--- config.mk ---
export PLATFORM = sky130hd
export DESIGN_NAME = mmss_timer_ctrl
export DESIGN_NICKNAME = d
export VERILOG_FILES = /design/src/rtl/mmss_timer_pkg.sv /design/src/rtl/bcd_digit.sv /design/src/rtl/mmss_timer_ctrl.sv
export SDC_FILE = /design/constraint.sdc
export NUM_CORES = 1
export LEC_CHECK = 0
export BUFFER_PORTS_ARGS = -buffer_cell sky130_fd_sc_hd__buf_2
export CELL_PAD_IN_SITES_DETAIL_PLACEMENT = 0
export CELL_PAD_IN_SITES_GLOBAL_PLACEMENT = 1
export CORE_UTILIZATION = 30
export DETAILED_ROUTE_END_ITERATION = 10
export HOLD_SLACK_MARGIN = 0.15
export PLACE_DENSITY_LB_ADDON = 0.12
export SKIP_CTS_REPAIR_TIMING = 1
export SYNTH_ARGS = -nofsm -noshare
export SYNTH_HDL_FRONTEND = slang
export SYNTH_SLANG_ARGS = --single-unit
--- constraint.sdc ---
create_clock -name CP -period 2.08 [get_ports CP]
set_input_delay 0.208 -clock CP [delete_from_list [all_inputs] [get_ports CP]]
set_output_delay 0.208 -clock CP [all_outputs]
set_load 0.02 [all_outputs]
--- src/rtl/mmss_timer_pkg.sv ---
// rtl/mmss_timer_pkg.sv - shared types and digit limits for the MM:SS timer controller
package mmss_timer_pkg;

    typedef enum logic [1:0] {ST_IDLE, ST_RUN, ST_PAUSE, ST_FIN} state_t;

    typedef logic [3:0] bcd_t;

    localparam bcd_t UNITS_MAX = 4'd9;
    localparam bcd_t TENS_MAX  = 4'd5;

    // One BCD byte of the display: [7:4] tens (0..5), [3:0] units (0..9)
    function automatic logic bcd_pair_ok(input logic [7:0] v);
        return (v[7:4] <= TENS_MAX) && (v[3:0] <= UNITS_MAX);
    endfunction

endpackage

--- src/rtl/bcd_digit.sv ---
// rtl/bcd_digit.sv - one up/down BCD digit with load and boundary carry/borrow
module bcd_digit
    import mmss_timer_pkg::*;
#(
    parameter bcd_t MAX = UNITS_MAX
) (
    input  logic       CP,
    input  logic       CLR,
    input  logic       EN,
    input  logic       UP,
    input  logic       LD,
    input  logic [3:0] D,
    output logic [3:0] Q,
    output logic       CO
);

    // Carry when counting up from MAX, borrow when counting down from 0
    assign CO = EN && (UP ? (Q == MAX) : (Q == 4'd0));

    always_ff @(posedge CP) begin
        if (CLR) begin
            Q <= 4'd0;
        end else if (LD) begin
            Q <= D;
        end else if (EN) begin
            if (UP) begin
                Q <= (Q == MAX) ? 4'd0 : Q + 4'd1;
            end else begin
                Q <= (Q == 4'd0) ? MAX : Q - 4'd1;
            end
        end
    end

endmodule

--- src/rtl/mmss_timer_ctrl.sv ---
// rtl/mmss_timer_ctrl.sv - run/pause/done controller, prescaler and BCD MM:SS digit chain
module mmss_timer_ctrl
    import mmss_timer_pkg::*;
#(
    parameter int TICK_DIV = 1000
) (
    input  logic       CP,
    input  logic       CLR,
    input  logic       START,
    input  logic       STOP,
    input  logic       U,
    input  logic       LOAD,
    input  logic [7:0] LD_M,
    input  logic [7:0] LD_S,
    output logic [7:0] MIN,
    output logic [7:0] SEC,
    output logic       RUN,
    output logic       TICK,
    output logic       DONE,
    output logic       ERR
);

    localparam int PW = (TICK_DIV > 2) ? $clog2(TICK_DIV) : 1;

    state_t        state, state_nxt;
    logic [PW-1:0] pre, pre_nxt;
    logic          dir, dir_nxt;
    logic          done_q, done_nxt;
    logic          err_q, err_nxt;

    logic tick, tick_en, ld_ok, load_go, start_go;
    logic at_max, at_zero, term_on_tick;
    logic c_su, c_st, c_mu, c_mt;
    bcd_t q_su, q_st, q_mu, q_mt;

    assign MIN  = {q_mt, q_mu};
    assign SEC  = {q_st, q_su};
    assign RUN  = (state == ST_RUN);
    assign TICK = tick;
    assign DONE = done_q;
    assign ERR  = err_q;

    assign at_max  = ({MIN, SEC} == 16'h5959);
    assign at_zero = ({MIN, SEC} == 16'h0000);
    assign tick    = (state == ST_RUN) && (pre == PW'(TICK_DIV - 1));

    // Saturate instead of wrapping if a tick ever lands on the terminal value
    assign tick_en      = tick && !(dir ? at_max : at_zero);
    assign term_on_tick = tick_en && (dir ? ({MIN, SEC} == 16'h5958)
                                          : ({MIN, SEC} == 16'h0001));

    assign ld_ok    = bcd_pair_ok(LD_M) && bcd_pair_ok(LD_S);
    assign load_go  = LOAD && (state != ST_RUN) && ld_ok;
    assign start_go = START && !STOP && !LOAD && (state != ST_RUN);

    always_comb begin
        state_nxt = state;
        pre_nxt   = pre;
        dir_nxt   = dir;
        done_nxt  = 1'b0;
        err_nxt   = 1'b0;
        case (state)
            ST_RUN: begin
                pre_nxt = tick ? '0 : pre + PW'(1);
                if (term_on_tick) begin
                    state_nxt = ST_FIN;
                    done_nxt  = 1'b1;
                end else if (STOP) begin
                    state_nxt = ST_PAUSE;
                end
            end
            default: begin
                if (LOAD) begin
                    err_nxt = !ld_ok;
                end else if (start_go) begin
                    dir_nxt = U;
                    // Resume from PAUSE keeps the partially elapsed second
                    if (state != ST_PAUSE) begin
                        pre_nxt = '0;
                    end
                    if (U ? at_max : at_zero) begin
                        state_nxt = ST_FIN;
                        done_nxt  = 1'b1;
                    end else begin
                        state_nxt = ST_RUN;
                    end
                end
            end
        endcase
    end

    always_ff @(posedge CP) begin
        if (CLR) begin
            state  <= ST_IDLE;
            pre    <= '0;
            dir    <= 1'b0;
            done_q <= 1'b0;
            err_q  <= 1'b0;
        end else begin
            state  <= state_nxt;
            pre    <= pre_nxt;
            dir    <= dir_nxt;
            done_q <= done_nxt;
            err_q  <= err_nxt;
        end
    end

    bcd_digit #(.MAX(UNITS_MAX)) u_sec_units (
        .CP(CP), .CLR(CLR), .EN(tick_en), .UP(dir), .LD(load_go),
        .D(LD_S[3:0]), .Q(q_su), .CO(c_su)
    );

    bcd_digit #(.MAX(TENS_MAX)) u_sec_tens (
        .CP(CP), .CLR(CLR), .EN(c_su), .UP(dir), .LD(load_go),
        .D(LD_S[7:4]), .Q(q_st), .CO(c_st)
    );

    bcd_digit #(.MAX(UNITS_MAX)) u_min_units (
        .CP(CP), .CLR(CLR), .EN(c_st), .UP(dir), .LD(load_go),
        .D(LD_M[3:0]), .Q(q_mu), .CO(c_mu)
    );

    bcd_digit #(.MAX(TENS_MAX)) u_min_tens (
        .CP(CP), .CLR(CLR), .EN(c_mu), .UP(dir), .LD(load_go),
        .D(LD_M[7:4]), .Q(q_mt), .CO(c_mt)
    );

endmodule

==> results of run 1 <==
-- layer usage --
| metal | GRT usage | vias to the layer above | routed length [µm] | part of all wire |
|---|---|---|---|---|
| li1 | - | 1121 | - | - |
| met1 | 0.220 | 1031 | 2960 | 0.50 |
| met2 | 0.269 | 30 | 2770 | 0.47 |
| met3 | 0.0332 | 4 | 163 | 0.027 |
| met4 | 0.0455 | 0 | 44 | 0.0074 |
| met5 | 0 | - | 0 | 0 |
-- report_power, final --
group          internal [µW]  leakage, µW  switching, µW
clock                    259    0.0000470            225
combinational           77.2     0.000763            108
sequential               602     0.000252           8.82
total                    939      0.00106            343
-- layout by cell type (no fill, tap or decap), drive strengths merged, types with 2 or more instances in the layout --
master,instances
nor3b,3
nor4,7
xor2,7
inv,6
a21oi,17
nand2b,6
or3,6
dlygate4sd3,2
nor2,29
nand3,14
a211o,2
a31oi,2
a211oi,4
a22oi,2
o31ai,2
or3b,2
xnor2,10
o21bai,2
a21o,2
nor3,7
nand4,8
and3,3
o21ai,27
mux2i,15
and4,2
dfxtp,31
nand2,30
buf,67
clkbuf,6
-- cell families after synthesis --
logic type / Yosys count
adder cells (fa/ha/maj): 2
XOR/XNOR: 17
flip-flops: 31
buffers and inverters: 27
multiplexers: 15
AND/OR/NAND/NOR: 121
AO/OA/AOI/OAI: 69
-- worst max path at each step --
stage	startpoint	endpoint	slack (ns)	cells after the start
after floorplan	u_min_tens.Q[0]	u_sec_units.Q[1]	0.05	7
after global placement	LOAD	pre[9]	0.12	7
after detailed placement	pre[0]	u_min_tens.Q[2]	0.07	7
after CTS	pre[0]	u_min_tens.Q[2]	0.05	7
after global routing	pre[4]	u_min_tens.Q[2]	-0.11	6
final	pre[4]	u_min_tens.Q[2]	0.03	6
-- metrics by stage --
stage / setup TNS, ns / std cells / hold slack, ns
6_report: 0 / 433 / 0.133
5_1_grt: -0.693 / 433 / 0.150
4_1_cts: 0 / 427 / 0.125
3_5_place_dp: 0 / 420 / 0.419
3_3_place_gp: 0 / 420 / 0.421
2_1_floorplan: 0 / 282 / 0.317
-- layout make-up --
class / count / area share
clock buffer: 6 / 0.0300
tap: 96 / 0.0436
inverter: 6 / 0.00817
multi-input combinational: 224 / 0.531
sequential: 31 / 0.228
timing repair buffer: 69 / 0.158
clock inverter: 1 / 0.00182
-- sequential cells by signal, summed over array words and instances (netlist names) --
| register | cells |
|---|---|
| u_min_tens.Q | 4 |
| u_min_units.Q | 4 |
| DONE | 1 |
| state | 2 |
| ERR | 1 |
| dir | 1 |
| u_sec_units.Q | 4 |
| u_sec_tens.Q | 4 |
| pre | 10 |
-- worst max-delay path: stages, from the launching register on --
cell       delay [ns]
dfxtp_2          0.35
or3b_4           0.42
nor4_4           0.40
o2111ai_2        0.22
a21oi_4          0.26
mux2i_1          0.20
o21ai_0          0.09
==> impl_metrics.ini, run 1 <==
[sta]
rsz0062_at_grt = true
drv_slew = 0
finalCritPeriodShare = 0.985
hold_violations = 0
worst_pin_slew_ns = 0.454
setup_viol = 0
fmax_mhz = 488
fin_ws_ns = 0.0311
period_needed_ns = 2.05
relSlewSlack = 0.695
finalClockSkew_ns = 0.00737

[worst_hold_path]
hp-start = LD_M[4]
min_to = u_min_tens.Q[0]
holdPathStages = 3
hp-class = in2reg

[floorplanning]
start_util = 0.314
core_area_um2 = 6910
rows = 30
dieArea_um2 = 7580
die_h_um = 87.0
die_w_um = 87.0
ios = 42

[synth]
yosys-top-cells-count = 31 x dfxtp_1, 30 x nand2_1, 29 x nor2_1
syn_inst = 282
yosysMostFrequentCell = dfxtp_1
netlist.area_leader.share = 0.286
synthMuxAreaShare = 0.0692
synthAdderAreaFrac = 0.0104
synth_seq_area_share = 0.286
syn-num-nets = 305
synthTopCellsByArea = dfxtp_1 29%, mux2i_1 6.9%, nand2_1 5.2%, nor2_1 5.0%, o21ai_0 4.8%
ys_ff_latch = 31
synth-async-reset-ratio = 0
synth_edf_count = 0
synth_compound_area_frac = 0.217
synth.avg_cell_area_um2 = 7.69
yosysWarnings = 0
synth_xor_area_frac = 0.0686
netlist_area_um2 = 2170
synth-simple-area-share = 0.295
synth_ff_type = dfxtp_1
synth_cell_type_count = 55
synth_top_area_cell = dfxtp_1
synth_top_family_by_area = simple AND/OR/NAND/NOR gates

[clock_tree]
path_clk_slew_ns = 0.07
ctsHtreeMaxLevel = 2
clkSinkCount = 31
clock_latency_ns = 0.28
cts_made_buffers = 5
cts-root-buf = clkbuf_8
cts_tree = yes
cts_buffer_depth = 2

[global_route]
grt_overflow = 0
antenna_found_initial = 0
grt_pass1_vias = 1923
gr-usage-all-layers = 0.165
grt_max_degree = 40
grt_pass1_wl_mm = 9.69

[power]
power-per-cell-area_nw_per_um2 = 465
peakVddDrop_v = 0.000220
power_uw = 1280
leakage_uw = 0.00106

[detailed_routing]
drc_errors = 0
vias_per_cell = 5.05
wl_per_cell_um = 13.7
routed_wl_mm = 5.94
vias = 2186
dr.pass1.iters = 4
ant_nets = 0
drt_iter0_drc = 78

[cells_and_area]
nets = 360
final_util = 0.399
n_antenna_cell = 0
drive_gt1_frac = 0.279
multi_input_area_um2 = 1460
final_area_um2 = 2760
nFillCells = 769
areaGrowthSynthToFinish_pct = 27.0
layout.area.seq_um2 = 627

[placed_design]
io_buffers = 41
place_area_um2 = 2580
dp_slack_ns = 0.0655
dp.final_hpwl_mm = 4.37
place.gp.congestion = 0.777

[critical_path]
path_max_fanout = 5
reg2reg_depth = 6
startpoint_type = register
crit_required_ns = 2.24
path_class = reg2reg
reg2reg_from = pre[4]
crit_path_end_kind = register
r2r_end = u_min_tens.Q[2]
crit_arrival_ns = 2.21
r2r_slack_ns = 0.03

[flow_run]
drv_cap = 0

[status]
status = finished, final reports clean
Note: power is estimated with default switching activity, not from simulation.
==> run 2: changes to the inputs <==
--- a/config.mk
+++ b/config.mk
@@ -8,7 +8,7 @@
 export BUFFER_PORTS_ARGS = -buffer_cell sky130_fd_sc_hd__buf_2
 export CELL_PAD_IN_SITES_DETAIL_PLACEMENT = 0
 export CELL_PAD_IN_SITES_GLOBAL_PLACEMENT = 1
-export CORE_UTILIZATION = 30
+export CORE_UTILIZATION = 40
 export DETAILED_ROUTE_END_ITERATION = 10
 export HOLD_SLACK_MARGIN = 0.15
 export PLACE_DENSITY_LB_ADDON = 0.12
==> run 2 against run 1 <==
Effect of this change:
- hold slack got worse by 0.0074 ns
- fmax rose by 6.0%
- via count fell by 0.87%
- global-route usage rose by 4.0 points
- critical path depth rose by 1
- clock power rose by 23%
- worst setup slack improved by 0.12 ns
- total power rose by 9.1%
- clock skew rose by 0.0014 ns
==> impl_metrics.ini, run 2 (synthesized netlist as in run 1, its figures left out) <==
[status]
status = finished, final reports clean

[placed_design]
dp_slack_ns = 0.105
io_buffers = 41
place_area_um2 = 2550
dp_cells = 395
dp.final_hpwl_mm = 4.05
place.gp.congestion = 0.812

[global_route]
gr-usage-all-layers = 0.205
antenna_found_initial = 0
grt_max_degree = 40
grt_pass1_vias = 1888
grt_overflow = 0
grt_pass1_wl_mm = 8.76

[critical_path]
path_class = reg2reg
crit_required_ns = 2.25
reg2reg_depth = 7
crit_path_end_kind = register
path_max_fanout = 5
reg2reg_from = pre[1]
r2r_slack_ns = 0.15
r2r_end = u_min_tens.Q[2]
startpoint_type = register
crit_arrival_ns = 2.10

[clock_tree]
ctsHtreeMaxLevel = 2
clkSinkCount = 31
clock_latency_ns = 0.28
path_clk_slew_ns = 0.07
cts-root-buf = clkbuf_8
cts_tree = yes
cts_buffer_depth = 2
cts_made_buffers = 5

[power]
leakage_uw = 0.00108
power-per-cell-area_nw_per_um2 = 506
peakVddDrop_v = 0.000255

[cells_and_area]
layout_common_cells = 41 x buf_2, 30 x dfxtp_1, 30 x nand2_1, 29 x nor2_1, 22 x buf_4
areaGrowthSynthToFinish_pct = 27.2
drive_gt1_frac = 0.265
fin_cells = 410
n_antenna_cell = 0
largest_reg_flops = 10
layout_commonest_cell = buf_2
nets = 362
largest-register = pre
final_area_um2 = 2760

[sta]
worst_pin_slew_ns = 0.398
finalClockSkew_ns = 0.00875
drv_slew = 0
fin_ws_ns = 0.148
setup_viol = 0
rsz0062_at_grt = true
fmax_mhz = 517
finalCritPeriodShare = 0.929
relSlewSlack = 0.734
period_needed_ns = 1.93
hold_violations = 0

[floorplanning]
rows = 26
ios = 42
core_area_um2 = 5170
dieArea_um2 = 5720
start_util = 0.419
die_h_um = 75.6
die_w_um = 75.6

[detailed_routing]
ant_nets = 0
dr.pass1.iters = 4
vias = 2167
drt_iter0_drc = 55
routed_wl_mm = 5.46
wl_per_cell_um = 13.3
vias_per_cell = 5.29
drc_errors = 0

[worst_hold_path]
holdPathStages = 3
hp-class = in2reg
hp-start = LD_M[0]
min_to = u_min_units.Q[0]

[flow_run]
drv_cap = 0
## run 2: report_power, final
| group | switching, µW | leakage (µW) | internal, µW |
|---|---|---|---|
| Combinational | 105 | 0.000767 | 83.7 |
| Sequential | 9.03 | 0.000251 | 603 |
| Clock | 241 | 0.0000581 | 356 |
## run 2: stage by stage
stage / hold slack (ns) / power (µW) / setup TNS (ns) / util
final: 0.126 / 1400 / 0 / 0.534
after global routing: 0.151 / 1470 / -0.0365 / 0.534
after floorplan: 0.317 / 737 / 0 / -
after global placement: 0.402 / 801 / 0 / 0.494
after detailed placement: 0.410 / 802 / 0 / 0.494
after CTS: 0.116 / 1400 / 0 / 0.515
## run 2: final cells by class
type,instances,area [µm²]
fillers,503,2410
multi-input cells,224,1460
clock inverters,3,43.8
inverters,6,22.5
flip-flops and latches,31,622
clock buffers,5,68.8
well taps,70,87.6
repair buffers,71,460
## run 2: routing by layer
metal | wire [µm] | GRT usage | vias up
met4 | 70 | 0.0679 | 0
li1 | - | - | 1127
met3 | 175 | 0.0423 | 7
met1 | 2630 | 0.277 | 993
met2 | 2580 | 0.326 | 40
met5 | 0 | 0 | -
## run 2: critical path: stages, from the launching register on
cell and delay, ns:
dfxtp_1 0.37, ha_1 0.18, nand2_1 0.10, nor4_4 0.39
o2111ai_2 0.23, a21oi_4 0.25, mux2i_1 0.21, o21ai_0 0.08
## run 2: worst max-delay path by stage
stage,start,endpoint,slack [ns],cells past startpoint
floorplan,u_min_tens.Q[0],u_sec_units.Q[1],0.05,7
global placement,pre[0],u_min_tens.Q[2],0.15,7
detailed placement,pre[0],u_min_tens.Q[2],0.11,7
CTS,pre[0],u_min_tens.Q[2],0.07,7
global route,pre[1],u_min_units.Q[1],-0.03,7
finish,pre[1],u_min_tens.Q[2],0.15,7
